--- src/rtl/dna_pattern_scanner.sv ---
`default_nettype none
// ============================================================================
//  Module   : dna_pattern_scanner
//  Purpose  : Streaming sliding-window nucleotide pattern matcher with
//             first-match / count-all modes. Optional approximate matching
//             is enabled by defining DNA_MISMATCH_TOL_EN.
//  Revision : 1.0  initial release
// ============================================================================
module dna_pattern_scanner #(
    parameter int SYM_W   = 2,
    parameter int MAX_PAT = 16,
    parameter int LEN_W   = 16,
    parameter int CNT_W   = 16
) (
    input  logic                           clock,
    input  logic                           reset,
    input  logic                           pat_load,
    input  logic [SYM_W-1:0]               pat_sym,
    input  logic [$clog2(MAX_PAT+1)-1:0]   pat_len,
    input  logic [LEN_W-1:0]               dna_length,
    input  logic                           count_all,
`ifdef DNA_MISMATCH_TOL_EN
    input  logic [$clog2(MAX_PAT+1)-1:0]   max_mismatch,
`endif
    input  logic                           start,
    input  logic                           sym_valid,
    input  logic [SYM_W-1:0]               sym,
    output logic                           sym_ready,
    output logic                           busy,
    output logic                           done,
    output logic                           found_it,
    output logic                           error,
    output logic [LEN_W-1:0]               first_idx,
    output logic [CNT_W-1:0]               match_count
);

    localparam int PL_W = $clog2(MAX_PAT + 1);

    typedef enum logic [1:0] {
        S_IDLE = 2'd0,
        S_SCAN = 2'd1,
        S_DONE = 2'd2
    } state_t;

    state_t                         r_state;
    logic [MAX_PAT-1:0][SYM_W-1:0]  r_pat;
    logic [MAX_PAT-2:0][SYM_W-1:0]  r_win;
    logic [MAX_PAT-1:0][SYM_W-1:0]  w_win_next;
    logic [PL_W-1:0]                r_pat_len;
    logic [PL_W-1:0]                r_fill;
    logic [PL_W-1:0]                w_fill_next;
    logic [PL_W-1:0]                w_mm_cnt;
    logic [LEN_W-1:0]               r_dna_len;
    logic [LEN_W-1:0]               r_idx;
    logic [LEN_W-1:0]               r_first_idx;
    logic [CNT_W-1:0]               r_match_count;
    logic                           r_count_all;
    logic                           r_found;
    logic                           r_done;
    logic                           r_busy;
    logic                           r_ready;
    logic                           r_error;
    logic                           w_accept;
    logic                           w_match;
    logic                           w_last;
    logic                           w_cfg_bad;
`ifdef DNA_MISMATCH_TOL_EN
    logic [PL_W-1:0]                r_max_mm;
`endif

    // r_ready is high exactly while in SCAN, so it doubles as the scan qualifier
    assign w_accept    = r_ready && sym_valid;
    assign w_win_next  = {r_win, sym};
    assign w_fill_next = (r_fill < r_pat_len) ? r_fill + PL_W'(1) : r_fill;
    assign w_last      = (r_idx == r_dna_len - LEN_W'(1));
    assign w_cfg_bad   = (pat_len == '0) ||
                         (pat_len > PL_W'(MAX_PAT)) ||
                         (LEN_W'(pat_len) > dna_length);

    always_comb begin
        w_mm_cnt = '0;
        for (int j = 0; j < MAX_PAT; j++) begin
            if ((PL_W'(j) < r_pat_len) && (w_win_next[j] != r_pat[j])) begin
                w_mm_cnt = w_mm_cnt + PL_W'(1);
            end
        end
    end

    // fill saturates at pat_len, so equality means the window is full
`ifdef DNA_MISMATCH_TOL_EN
    assign w_match = (w_fill_next == r_pat_len) && (w_mm_cnt <= r_max_mm);
`else
    assign w_match = (w_fill_next == r_pat_len) && (w_mm_cnt == '0);
`endif

    always_ff @(posedge clock or posedge reset) begin
        if (reset) begin
            r_state       <= S_IDLE;
            r_pat         <= '0;
            r_win         <= '0;
            r_pat_len     <= '0;
            r_fill        <= '0;
            r_dna_len     <= '0;
            r_idx         <= '0;
            r_first_idx   <= '0;
            r_match_count <= '0;
            r_count_all   <= 1'b0;
            r_found       <= 1'b0;
            r_done        <= 1'b0;
            r_busy        <= 1'b0;
            r_ready       <= 1'b0;
            r_error       <= 1'b0;
`ifdef DNA_MISMATCH_TOL_EN
            r_max_mm      <= '0;
`endif
        end else begin
            case (r_state)
                S_IDLE, S_DONE: begin
                    if (pat_load) begin
                        r_pat <= {r_pat[MAX_PAT-2:0], pat_sym};
                    end
                    if (start) begin
                        r_pat_len     <= pat_len;
                        r_dna_len     <= dna_length;
                        r_count_all   <= count_all;
`ifdef DNA_MISMATCH_TOL_EN
                        r_max_mm      <= max_mismatch;
`endif
                        r_found       <= 1'b0;
                        r_first_idx   <= '0;
                        r_match_count <= '0;
                        r_fill        <= '0;
                        r_idx         <= '0;
                        r_win         <= '0;
                        if (w_cfg_bad) begin
                            r_state <= S_DONE;
                            r_error <= 1'b1;
                            r_done  <= 1'b1;
                            r_busy  <= 1'b0;
                            r_ready <= 1'b0;
                        end else begin
                            r_state <= S_SCAN;
                            r_error <= 1'b0;
                            r_done  <= 1'b0;
                            r_busy  <= 1'b1;
                            r_ready <= 1'b1;
                        end
                    end
                end
                S_SCAN: begin
                    if (w_accept) begin
                        r_win  <= w_win_next[MAX_PAT-2:0];
                        r_fill <= w_fill_next;
                        r_idx  <= r_idx + LEN_W'(1);
                        if (w_match) begin
                            if (r_match_count != '1) begin
                                r_match_count <= r_match_count + CNT_W'(1);
                            end
                            if (!r_found) begin
                                r_found     <= 1'b1;
                                r_first_idx <= r_idx - LEN_W'(r_pat_len) + LEN_W'(1);
                            end
                        end
                        if ((w_match && !r_count_all) || w_last) begin
                            r_state <= S_DONE;
                            r_done  <= 1'b1;
                            r_busy  <= 1'b0;
                            r_ready <= 1'b0;
                        end
                    end
                end
                default: begin
                    r_state <= S_IDLE;
                end
            endcase
        end
    end

    assign sym_ready   = r_ready;
    assign busy        = r_busy;
    assign done        = r_done;
    assign found_it    = r_found;
    assign error       = r_error;
    assign first_idx   = r_first_idx;
    assign match_count = r_match_count;

endmodule
`default_nettype wire

--- config.mk ---
export PLATFORM = sky130hd
export DESIGN_NAME = dna_pattern_scanner
export DESIGN_NICKNAME = d
export VERILOG_FILES = /design/src/rtl/dna_pattern_scanner.sv
export SDC_FILE = /design/constraint.sdc
export NUM_CORES = 1
export LEC_CHECK = 0
export BUFFER_PORTS_ARGS = -buffer_cell sky130_fd_sc_hd__buf_2
export CORE_MARGIN = 2
export CORE_UTILIZATION = 40
export CTS_CLUSTER_DIAMETER = 60
export DETAILED_ROUTE_END_ITERATION = 7
export GPL_TIMING_DRIVEN = 0
export PLACE_DENSITY = 0.6
export SLEW_MARGIN = 0
export SYNTH_ARGS = -nofsm -noshare
export SYNTH_HDL_FRONTEND = slang
export SYNTH_SLANG_ARGS = --single-unit
--- constraint.sdc ---
create_clock -name clock -period 11.55 [get_ports clock]
set_clock_uncertainty 0.2 [all_clocks]
set_input_delay 2.31 -clock clock [delete_from_list [all_inputs] [get_ports clock]]
set_output_delay 2.31 -clock clock [all_outputs]
set_load 0.01 [all_outputs]
==> impl_metrics.yaml <==
status:
  status: "finished, violations left"
  violations: "negative setup slack"
detailed_routing:
  vias_per_cell: 5.50
  dr.pass1.iters: 5
  drc: 0
  drtAntennaViolNets: 0
  drt_iter0_drc: 690
  drt-total-wl_um: 30500
  detail_route.wl_per_cell_um: 17.0
  vias: 9826
logic_synthesis:
  synth-async-reset-ratio_pct: 100
  ys_types: 96
  syn_avg_cell_area_um2: 8.83
  synthFlopType: "dfrtp_1"
  synth_nets: 1321
  yosys.area_share.adder_pct: 6.62
  yosysMostFrequentCell: "nand2_1"
  synth.mux.area_fraction_pct: 7.94
  synth.top_cells.by_area: "dfrtp_1 33%, nand2_1 7.2%, ha_1 6.4%"
  synth-simple-area-share_pct: 21.4
  synthCells: 1233
  synth_area_mm2: 0.0109
  ys_seq_area_share_pct: 32.9
  synth_xor_area_share_pct: 12.2
  synth_common_cells: "208 x nand2_1, 143 x dfrtp_1, 86 x nand3_1, 76 x xnor2_1, 57 x inv_1"
  ys_seq_elements: 143
  synth_compound_area_share_pct: 14.3
  synth-edff-count: 0
  yosys_warnings: 0
  yosysTopAreaCell: "dfrtp_1"
  synth_top_family_by_area: "simple AND/OR/NAND/NOR gates"
  synth_top_area_share_pct: 32.9
worst_setup_path:
  critical-path-top-delay-family: "buffers and inverters"
  crit_arrival_ns: 12.35
  cp_slowest_stage_delay_ns: 0.55
  crit_buf_inv: 53
  worstSetupPathType: "in -> reg"
  rrSetupSlack_ns: 0.28
  cp_common_cell: "buf_4"
  worstPathRequired_ns: 11.70
  start_kind: "input port"
  r2r-end: "match_count[7]"
  worstPathMaxFanout: 7
  path_depth: 70
  worstSetupEndpointType: "flop"
  cpMaxStageDelayCell: "a2111o_1"
  reg2regPathDepth: 70
  r2r-start: "r_pat_len[4]"
floorplan:
  start_util_pct: 40.5
  chipHeight_um: 169
  die_x_um: 169
  num_rows: 60
  io_pins: 68
  core_mm2: 0.0269
  die_area_mm2: 0.0286
place:
  place_hpwl_um: 21200
  io_buffers: 67
  place_inst: 1642
  gp_congestion: 0.847
sta:
  slew-limit-headroom_pct: 31.7
  timing.final.crit_share_pct: 106
  fmax_ghz: 0.0820
  tightest_slew_ns: 1.02
  timing.final.ws_setup_ns: -0.650
  finalHoldViolations: 0
  maxSlewViolCount: 0
  setup_viol: 37
  rsz0062_at_grt: "true"
  finalCriticalPeriod_ns: 12.20
global_routing:
  overflow: 0
  grt_pass1_wl_um: 48800
  grt_max_degree: 75
  grt_pass1_vias: 9465
  grt_antenna_before_repair: 1
  grt.total_usage_pct: 21.3
clock_tree:
  htreeDepth: 4
  hold_buffers: 0
  cts.path.max_buffers: 2
  cts_sinks: 143
  clk_pin_slew_ns: 0.07
  cts_tree: "yes"
  clk-insertion-delay-late_ns: 0.43
  cts-root-buf: "clkbuf_16"
  cts_buffers: 17
worst_hold_path:
  hold_path_depth: 1
  hp-class: "reg -> reg"
  min_to: "error"
  hold_start: "error"
cells_and_area:
  area_growth_pct: 24.8
  stdcell_count: 1788
  nets: 1521
  drive_above_1_share_pct: 25.5
run:
  cap_viol_max_count: 0
==> worst max path at each step <==
stage                 from              to  slack (ns)
finish              sym[0]  match_count[7]       -0.65
global route        sym[0]       sym_ready       -0.95
CTS                 sym[0]      r_state[1]       -0.35
detailed placement  sym[0]       sym_ready       -1.24
global placement    sym[0]       sym_ready       -1.19
floorplan           sym[1]   first_idx[15]       -0.27
==> metrics by stage <==
stage	TNS, ns	utilization, %	hold slack [ns]	instance area [um2]	setup WS, ns
after floorplan	-6.96	-	0.247	11000	-0.266
after global placement	-37.97	43.9	0.278	11800	-1.19
after detailed placement	-39.61	44.0	0.280	11800	-1.24
after CTS	-9.39	49.2	0.295	13200	-0.346
after global routing	-31.44	50.6	0.323	13600	-0.950
final	-19.80	50.6	0.289	13600	-0.650
==> registers in the layout, indices dropped and copies added, names as in the netlist <==
signal       cells
done             1
sym_ready        1
match_count     16
found_it         1
r_state          2
error            1
first_idx       16
r_fill           5
r_count_all      1
r_pat           32
r_win           30
r_pat_len        5
r_dna_len       16
r_idx           16
==> worst reg2reg max path: cells and delay by family, from the launching register on <==
family / cells / cell delay, ns
buf+inv: 53 / 6.51
compound gates: 10 / 2.36
simple gates: 4 / 1.14
flops: 1 / 0.48
mux: 2 / 0.31
fa+ha+maj: 1 / 0.17
==> cell type report <==
| cell class | count | area (um2) |
|---|---|---|
| Fill cell | 2469 | 13300 |
| Clock buffer | 19 | 453 |
| Tap cell | 341 | 427 |
| Buffer | 54 | 302 |
| Timing Repair Buffer | 181 | 1270 |
| Sequential cell | 143 | 3580 |
| Clock inverter | 13 | 114 |
| Antenna cell | 1 | 2.50 |
| Inverter | 60 | 235 |
| Multi-Input combinational cell | 976 | 7210 |
==> placed cells by master (no fill, tap or decap), drive strengths merged, types with 11 or more instances in the layout <==
cell	instances
clkbuf	50
mux2i	39
and3	12
xor2	50
ha	56
a21o	14
o211ai	14
nor2	58
xnor2	80
buf	204
a21oi	38
nand4	23
inv	61
a211o	11
dfrtp	143
mux2	40
nor3	30
nand3	86
o21ai	41
nand2	208
o21bai	13
nand2b	16
==> routing by layer <==
metal / GRT usage, % / part of all wire [%] / up-vias
li1: - / - / 4784
met1: 28.2 / 45 / 4730
met2: 35.4 / 47 / 243
met3: 2.97 / 3.9 / 69
met4: 8.47 / 3.5 / 0
met5: 0 / 0 / -
==> cells by family after synthesis <==
kind of cell / after synthesis
muxes: 79
buffers and inverters: 114
xor gates and xnor gates: 136
AOI/OAI and AO/OA: 215
adders and majority gates: 57
and+or+nand+nor: 489
DFF: 143
==> timing repair <==
| item | CTS | global route |
|---|---|---|
| pin swaps | 32 | 44 |
| endpoints found under the setup margin | 37 | 37 |
| cloned | 0 | 1 |
| resized for setup | 33 | 46 |
| buffers inserted | 92 | 20 |
Power is not shown: default switching activity piles up to over one toggle a cycle in this logic, so the estimate is an artifact.
